File: src/rtl/bandai2003_host.sv
`default_nettype none
// ============================================================================
// Module   : bandai2003_host
// Purpose  : Host-side unlock-and-capture sequencer for a Bandai 2003
//            cartridge. Drives the two-step unlock address sequence, then
//            shifts in a W-bit serial frame (LSB first) from SI.
// Revision : 1.0 - initial release
// ============================================================================
module bandai2003_host #(
  parameter int          W        = 20,
  parameter logic [7:0]  ADDR_ACK = 8'h5A,
  parameter logic [7:0]  ADDR_NAK = 8'hA5,
  parameter logic [7:0]  ADDR_NIL = 8'h00,
  parameter logic [W-1:0] EXPECT  = 20'h14503
) (
  input  logic         CLK,
  input  logic         RST,
  input  logic         START,
  input  logic         ABORT,
  input  logic         SI,
  output logic [7:0]   ADDR,
  output logic         BUSY,
  output logic         DONE,
  output logic [W-1:0] DATA,
  output logic         VALID,
  output logic         MATCH
);

  // Counter must reach W-1; one spare code keeps the width safe for any W.
  localparam int CW = $clog2(W + 1);
  localparam logic [CW-1:0] C_LAST = CW'(W - 1);

  typedef enum logic [1:0] {
    IDLE = 2'd0,
    ACK  = 2'd1,
    NAK  = 2'd2,
    RECV = 2'd3
  } state_t;

  state_t         r_state;
  logic [CW-1:0]  r_cnt;

  // Sequencer: unlock addresses one cycle each, then W shift cycles.
  // ABORT outranks START and frame completion on the same edge.
  always_ff @(posedge CLK or negedge RST) begin
    if (!RST) begin
      r_state <= IDLE;
      ADDR    <= ADDR_NIL;
      BUSY    <= 1'b0;
      DONE    <= 1'b0;
      VALID   <= 1'b0;
      DATA    <= '1;
      r_cnt   <= '0;
    end else begin
      DONE <= 1'b0;
      if (ABORT && (r_state != IDLE)) begin
        r_state <= IDLE;
        ADDR    <= ADDR_NIL;
        BUSY    <= 1'b0;
        VALID   <= 1'b0;
      end else begin
        case (r_state)
          IDLE: begin
            if (START) begin
              r_state <= ACK;
              ADDR    <= ADDR_ACK;
              BUSY    <= 1'b1;
              VALID   <= 1'b0;
              r_cnt   <= '0;
            end
          end
          ACK: begin
            r_state <= NAK;
            ADDR    <= ADDR_NAK;
          end
          NAK: begin
            // Cartridge loads its frame on this edge; bit 0 is on SI next.
            r_state <= RECV;
            ADDR    <= ADDR_NIL;
          end
          RECV: begin
            // No start-bit hunting: the frame itself may begin with ones.
            DATA  <= {SI, DATA[W-1:1]};
            r_cnt <= r_cnt + 1'b1;
            if (r_cnt == C_LAST) begin
              r_state <= IDLE;
              BUSY    <= 1'b0;
              VALID   <= 1'b1;
              DONE    <= 1'b1;
            end
          end
          default: begin
            r_state <= IDLE;
            ADDR    <= ADDR_NIL;
            BUSY    <= 1'b0;
          end
        endcase
      end
    end
  end

  // Match flag follows the captured frame directly.
  always_comb begin
    MATCH = VALID && (DATA == EXPECT);
  end

endmodule
`default_nettype wire

File: config.mk
export PLATFORM = sky130hd
export DESIGN_NAME = bandai2003_host
export DESIGN_NICKNAME = d
export VERILOG_FILES = /design/src/rtl/bandai2003_host.sv
export SDC_FILE = /design/constraint.sdc
export NUM_CORES = 1
export LEC_CHECK = 0
export CORE_MARGIN = 10
export CORE_UTILIZATION = 27
export CTS_CLUSTER_DIAMETER = 50
export DETAILED_ROUTE_END_ITERATION = 8
export HOLD_SLACK_MARGIN = 0.05
export PLACE_DENSITY = 0.44
export SLEW_MARGIN = 20
export SYNTH_ARGS = -nofsm -noshare
export SYNTH_HDL_FRONTEND = slang
export SYNTH_SLANG_ARGS = --single-unit
File: constraint.sdc
create_clock -name CLK -period 2 [get_ports CLK]
set_clock_uncertainty 0.15 [all_clocks]
set_input_delay 0.4 -clock CLK [delete_from_list [all_inputs] [get_ports CLK]]
set_output_delay 0.4 -clock CLK [all_outputs]
set_load 0.01 [all_outputs]
After elaboration in Yosys (flattened, before gate mapping)
Cells that the tools add are included.

storage, ports and cells
  bits of input ports = 5
  output and inout port bits = 32
  flip-flop bits (word level) = 38

cells by class
  reductions and logical operators = 12
  add/sub/neg operators = 1
  mux-type cells = 20
  equal/unequal tests = 8
  bitwise gates (word level) = 1

operator list
  operator                                                                 number
  8-bit one-hot mux with 3 select lines                                    1
  20-bit by 17-bit equality test with 1-bit output, second input constant  1
  8-bit 2-to-1 mux                                                         2
  5-bit one-hot mux with 2 select lines                                    1
  1-bit 2-to-1 mux                                                         9
  2-bit one-hot mux with 4 select lines                                    1
  2-bit 2-to-1 mux                                                         3
  3-bit != test, second input constant                                     2
  2-bit AND reduction                                                      3
  3-bit AND reduction                                                      2
  5-bit by 1-bit adder with 5-bit output, second input constant            1
  5-bit equality test, second input constant                               1
  5-bit 2-to-1 mux                                                         1
  2-bit equality test, second input constant                               2
  1-bit one-hot mux with 2 select lines                                    2
  2-bit nonzero test                                                       2
  4-bit nonzero test                                                       1
  3-bit nonzero test                                                       1
  2-bit by 1-bit equality test with 1-bit output, second input constant    1
  1-bit logical AND                                                        2
  2-bit logical NOT                                                        1
  2-bit != test, second input constant                                     1
  1-bit inverter                                                           1

Longest topological paths before layout
Gate-level depths: netlist of run 1.

  word-level depth = 4
  depth in mapped cells = 6
  gate-level depth less buffers = 5

Least setup slack after synthesis of run 1
OpenSTA, ideal clock, no wires.

  path kind = register to output
  start point = reg DATA[8]
  end point = out MATCH
  stages on the path, launching flop included = 4
  arrival time = 1.182 ns
  path slack = 0.268 ns
  required time = 1.450 ns
  path through = dfstp_2 nor4b_1 nand3_1 nor3_1

on the way
  longest elaborated chain between the ends = 2

RTL lines
  what                                              RTL line  source
  start, declared                                   24        output logic [W-1:0] DATA,
  start signal, assigned                            83        DATA <= {SI, DATA[W-1:1]};
  20-bit by 17-bit equality test with 1-bit output  104       MATCH = VALID && (DATA == EXPECT);
  1-bit logical AND                                 104
  end, declared                                     26        output logic MATCH

No other way between the ends.

Worst setup path after layout of run 1
Ends and elaborated chain as after synthesis.

==> results by group, run 1 <==
Run status
  – Outcome: finished, final reports clean

Routing
  – Overall routed net length: 4.26 mm
  – DRC: 0
  – Post-detailed-route wirelength per cell: 15.8 microns
  – Vias after detailed routing: approximately 1,300
  – Pre-Repair DR Iteration Count: 4
  – Via density: approximately 4.8
  – Antenna Nets Post-Route: 0
  – Number of DRC markers in iteration 0: 42

Placement
  – Placed cell count: 260
  – Cell area after placement: between 2000 and 2500 sq um
  – DP Wirelength: 3.17 mm
  – Setup WS pre-CTS: -0.233 ns
  – Port Buffers: 36
  – Global placer's final weighted congestion: approximately 0.8

Setup path
  – Setup crit start kind: flip-flop
  – Critical Path AT: 1.45 ns
  – Crit path kind: flip-flop to output pin
  – Worst EP required: 1.45 ns
  – CP max FO: 2
  – Cells on worst reg2reg path: 6
  – CP endpoint kind: output pin

STA
  – Tcrit/Tclk final: between 90% and 100%
  – Tightest hold margin: about 0.36 ns
  – Fmax: around 500 MHz
  – Max-slew headroom: a little under three quarters
  – Setup ws final: around 0.00092 ns
  – Final Hold Fails: 0
  – Worst-Margin Slew: roughly 0.42 ns
  – Max-slew violations: 0
  – Setup violators final: 0
  – Final min period: between 1.5 and 2 ns
  – Setup TNS: 0 ns
  – RSZ-0062 raised after global routing: yes

Clocking
  – Total CTS buffers: 5
  – Clk slew on worst S/H paths: 0.07 ns
  – Worst skew pair latency: 0.28 ns
  – CTS HTree Levels: 2
  – Clk sinks: 32
  – Root Buffer: clkbuf_8
  – CTS tree: built
  – Bufs on Longest Clock Path: 2

Floorplanning
  – Die W: between 90 and 100 microns
  – Initial Util: between 20 and 30%
  – Core ar.: slightly below 6000 sq um
  – Die H: 97.5 microns
  – Die area: between 9000 and 10,000 sq um
  – Num ports: 37
  – Std-Cell Rows: 28

Yosys
  – Count leader, synth: dfstp_2
  – Register area share after synthesis: 50.9%
  – XOR/XNOR Fraction of Synth Area: 0%
  – Avg Cell Area, Syn: 12.4 sq um
  – Syn. warnings: 0
  – Unique masters post-synth: 40
  – Simple-gate area share of the yosys netlist: between 10% and 20%
  – Post-synthesis compound-gate area fraction: roughly a tenth
  – Yosys top cell area share: 32.4%
  – Top post-synthesis cells by area: dfstp_2 (32%), dfrtp_1 (19%), mux2_2 (9.0%)
  – Mux cell area share after synthesis: ~17%
  – Syn Std Cell Area: 1620 sq um
  – Post-synth top area cell: dfstp_2
  – Synth async-reset ratio: 100%
  – Synth Net Count: between 100 and 150
  – Post-Synth Adder-Cell Area: under 10%
  – Prevailing post-synth register cell: dfstp_2
  – Flops & latches, synth: 32
  – Number of synthesized flops with an enable pin: 0
  – Main combinational cell family by area after synthesis: multiplexers
  – Cell count after synthesis: between 100 and 150
  – Post-synth top cells: dfstp_2 (20), mux2_2 (13), dfrtp_1 (12), mux2_1 (10)

GRT
  – Vias in the first global route: around 1,300
  – Gr ovfl total: 0
  – Initial antenna violation count: 0
  – First-pass GRT wire length: about 6.9 mm
  – Largest net degree at the start of global routing: 33
  – GRT Overall Usage: a little under 9%

Cells and area
  – Layout Nets: about 200
  – Final Instance Area: 2340 sq um
  – Util after Layout: 39.7%
  – Layout area overhead: 44.0%
  – # diodes: 0
  – Layout Cells excl Fill: between 200 and 300
  – Layout cells sized above 1: between 40% and 50%

Hold path
  – Min-delay worst type: input pin to asynchronous set/reset pin

Pwr
  – LEAKAGE: ~1.1 nW
  – Power per cell area: approximately 1200 nW/um^2
  – Peak VDD IR: ~0.48 mV
  – Tot Pwr: between 2 and 3 mW

Flow run
  – Max-Cap Viols: 0
## logic make-up after synthesis
logic type               Yosys count
flip-flops                        32
AO/OA/AOI/OAI                     20
buffers and inverters             13
AND/OR/NAND/NOR                   37
adder cells (fa/ha/maj)            5
multiplexers                      24
## flip-flops by register name (all words and copies together) (netlist names)
name and count:
ADDR 2, BUSY 1, DATA 20, DONE 1
VALID 1, r_cnt 5, r_state 2
## cell usage in the layout (no fill, tap or decap), types with 2 or more instances in the layout
cell and count:
nor2b_1 3, nand3_1 4, a221o_1 2, and3_1 4, a211o_1 3, buf_4 29, a21oi_1 4, nand2_1 6
dfstp_2 20, dlygate4sd2_1 16, nor4_1 2, inv_1 3, a2111oi_0 2, clkdlybuf4s50_1 18, nand2b_1 2, mux2_2 13
clkbuf_8 6, mux2_1 10, ha_1 4, dfrtp_1 12, nor2_1 4
## per-layer routing
metal	track usage [%]	up-vias	wire [microns]
met3	4.34	6	284
met4	3.58	0	51
met5	0	-	0
li1	-	603	-
met2	14.0	35	1970
met1	10.0	638	1950
## path summary, 6_finish.rpt
path | startpoint | endpoint | slack, ns
setup / recovery | DATA[8] | MATCH | 0.0009
hold / removal | RST | r_state[1] | 0.36
setup reg to reg | r_state[0] | DATA[11] | 0.12
hold reg to reg | BUSY | BUSY | 0.39
max in group asynchronous | RST | DATA[1] | 1.00
min in group CLK | BUSY | BUSY | 0.39
## power by group
part / switching, mW / leakage (nW) / internal, mW
clock: 0.243 / 0.0488 / 0.280
combinational: 0.564 / 0.689 / 0.675
sequential: 0.128 / 0.365 / 0.860
total: 0.935 / 1.10 / 1.82
## critical path, cell delays in order (launching register included)
cell	delay, ns
dfstp_2	0.53
nor4b_4	0.17
nand3_1	0.13
nor3_2	0.19
buf_2	0.15
## area by class of cell
class                           count  area (sq um)
Timing Repair Buffer               65           556
Fill cell                         588          3550
Clock inverter                      1          6.26
Inverter                            3          11.3
Tap cell                           75          93.8
Sequential cell                    32           826
Multi-Input combinational cell     86           758
Clock buffer                        7          86.3
## timing repair
action | 4_1_cts | 5_1_grt
setup endpoints to repair | 17 | 13
pin swaps | 2 | 2
resized for setup | 25 | 3
buffers inserted | 0 | 1
hold buffers | 0 | 0
Power figures use the tool's default switching activity.
==> run 2: changes to the inputs <==
--- a/config.mk
+++ b/config.mk
@@ -9,8 +9,9 @@
 export CORE_UTILIZATION = 27
 export CTS_CLUSTER_DIAMETER = 50
 export DETAILED_ROUTE_END_ITERATION = 8
+export GPL_TIMING_DRIVEN = 0
 export HOLD_SLACK_MARGIN = 0.05
-export PLACE_DENSITY = 0.44
+export PLACE_DENSITY = 0.56
 export SLEW_MARGIN = 20
 export SYNTH_ARGS = -nofsm -noshare
 export SYNTH_HDL_FRONTEND = slang
==> results by group, run 2 (synthesized netlist as in run 1, its figures left out) <==
Run status
  – Outcome: finished, violations left (was finished, final reports clean)
  – Violated checks: negative setup slack

Setup path
  – CP max FO: 4 (was 2)
  – Crit path kind: flip-flop to output pin (unchanged)
  – Reg2Reg Capture Point: DATA[11] (unchanged)
  – Critical path endpoint: MATCH (unchanged)
  – Setup crit start kind: flip-flop (unchanged)
  – Critical Path AT: 1.51 ns (was 1.45 ns)
  – Critical Path Source: DATA[10] (was DATA[8])
  – Flop2flop setup slack: 0.10 ns (was 0.12 ns)
  – Reg2Reg Launch Point: r_state[0] (unchanged)
  – Cells on worst reg2reg path: 6 (unchanged)
  – CP endpoint kind: output pin (unchanged)
  – Worst EP required: 1.45 ns (about the same)

STA
  – Tightest hold margin: 0.378 ns (was 0.362 ns)
  – Worst-Margin Slew: 0.357 ns (was 0.416 ns)
  – Fmax: 485 MHz (was 500 MHz)
  – Setup ws final: -0.0616 ns (was 0.000921 ns)
  – Tcrit/Tclk final: 103% (was 100%)
  – Final min period: 2.06 ns (was 2.00 ns)
  – Setup TNS: -0.0616 ns (was 0 ns)
  – Final Hold Fails: 0 (unchanged)
  – RSZ-0062 raised after global routing: yes (unchanged)
  – Max-slew headroom: 75.6% (was 71.5%)
  – Max-slew violations: 0 (unchanged)
  – Setup violators final: 1 (was 0)

GRT
  – Gr ovfl total: 0 (unchanged)
  – Largest net degree at the start of global routing: 20 (was 33)
  – Initial antenna violation count: 0 (unchanged)
  – Vias in the first global route: 1,220 (was 1,327)
  – First-pass GRT wire length: 6.33 mm (was 6.86 mm)
  – GRT Overall Usage: 8.15% (was 8.89%)

Routing
  – Number of DRC markers in iteration 0: 21 (was 42)
  – Via density: 4.69 (was 4.77)
  – Post-detailed-route wirelength per cell: 15.5 microns (was 15.8 microns)
  – Overall routed net length: 3.89 mm (was 4.26 mm)
  – Antenna Nets Post-Route: 0 (unchanged)
  – DRC: 0 (unchanged)
  – Pre-Repair DR Iteration Count: 4 (unchanged)
  – Vias after detailed routing: 1,177 (was 1,282)

Clocking
  – Bufs on Longest Clock Path: 2 (unchanged)
  – Root Buffer: clkbuf_8 (unchanged)
  – Clk slew on worst S/H paths: 0.07 ns (about the same)
  – CTS tree: built (unchanged)
  – CTS HTree Levels: 2 (unchanged)
  – Worst skew pair latency: 0.29 ns (was 0.28 ns)
  – # Post-CTS Setup Buffers: 0 (unchanged)
  – Total CTS buffers: 5 (unchanged)
  – Clk sinks: 32 (unchanged)

Hold path
  – Hold Crit Start: BUSY
  – Min-delay worst type: flip-flop to flip-flop (was input pin to asynchronous set/reset pin)

Floorplanning
  – Initial Util: 27.6% (unchanged)
  – Std-Cell Rows: 28 (unchanged)
  – Die W: 97.5 microns (unchanged)
  – Die area: 9510 sq um (unchanged)
  – Num ports: 37 (unchanged)
  – Core ar.: 5890 sq um (unchanged)
  – Die H: 97.5 microns (unchanged)

Cells and area
  – Top flop regs: DATA x20, r_cnt x5 (unchanged)
  – Most common cell after layout, fill and taps aside: clkdlybuf4s50_1 (was buf_4)
  – Max reg flops: 20 (unchanged)
  – Layout cells sized above 1: 35.8% (was 40.7%)
  – Layout area overhead: 40.5% (was 44.0%)
  – Largest register by flop count: DATA (unchanged)
  – Commonest non-fill, non-tap cells in the layout: clkdlybuf4s50_1 (21), dfstp_2 (20), mux2_2 (13) (was buf_4 (29), dfstp_2 (20), clkdlybuf4s50_1 (18))
  – Layout Nets: 185 (was 203)
  – # diodes: 0 (unchanged)

Pwr
  – Power per cell area: 1220 nW/um^2 (was 1180 nW/um^2)
  – LEAKAGE: 1.14 nW (was 1.10 nW)
  – Peak VDD IR: 0.512 mV (was 0.484 mV)

Flow run
  – Max-Cap Viols: 0 (unchanged)

Placement
  – DP Wirelength: 2.83 mm (was 3.17 mm)
  – Port Buffers: 35 (was 36)
  – Global placer's final weighted congestion: 0.735 (was 0.813)
run 2: timing repair:
item,4_1_cts,5_1_grt
setup endpoints to repair,1,12
pin swaps,2,0
gates resized for setup,11,14
endpoints found under the hold margin,6,0
hold buffers,1,0
run 2: metal layers:
layer / part of all wire [%] / vias to the layer above / global-route usage [%]
met5: 0 / - / 0
met1: 45 / 573 / 9.24
met2: 47 / 28 / 12.7
met3: 7.2 / 5 / 4.48
li1: - / 571 / -
met4: 1.0 / 0 / 2.68
run 2: final cells by class:
type / instances / area [sq um]
Sequential cell: 32 / 826
Fill cell: 598 / 3610
Clock buffer: 6 / 93.8
Inverter: 3 / 11.3
Timing Repair Buffer: 37 / 404
Buffer: 10 / 71.3
Clock inverter: 2 / 11.3
Tap cell: 75 / 93.8
Multi-Input combinational cell: 86 / 768
run 2: worst max-delay path, stage by stage (launching register included):
cell and delay, ns:
dfstp_2 0.56, nor4bb_4 0.19, nand2_1 0.09, nor3_2 0.22, buf_2 0.16
run 2: worst min-delay path by stage:
| stage | to | slack [ns] | cells past startpoint |
|---|---|---|---|
| finish | BUSY | 0.38 | 1 |
| global route | VALID | 0.39 | 3 |
| CTS | BUSY | 0.38 | 3 |
| detailed placement | BUSY | 0.19 | 1 |
| floorplan | ADDR[5] | -0.05 | 0 |
| global placement | BUSY | 0.36 | 1 |
run 2: metrics by stage:
step	setup slack [ns]	area (sq um)	std cells	utilization, %	power, mW
floorplan	0.268	1620	131	-	1.69
global placement	-0.320	2070	241	35.1	2.19
detailed placement	-0.286	2090	242	35.5	2.21
CTS	-0.0771	2240	251	38.1	2.81
global route	-0.150	2280	251	38.7	2.97
finish	-0.0616	2280	251	38.7	2.78
run 2: where the power goes:
part / switching (mW) / total (mW) / internal (mW)
Sequential: 0.171 / 1.03 / 0.863
Combinational: 0.514 / 1.17 / 0.659
Clock: 0.255 / 0.574 / 0.319
Total: 0.941 / 2.78 / 1.84
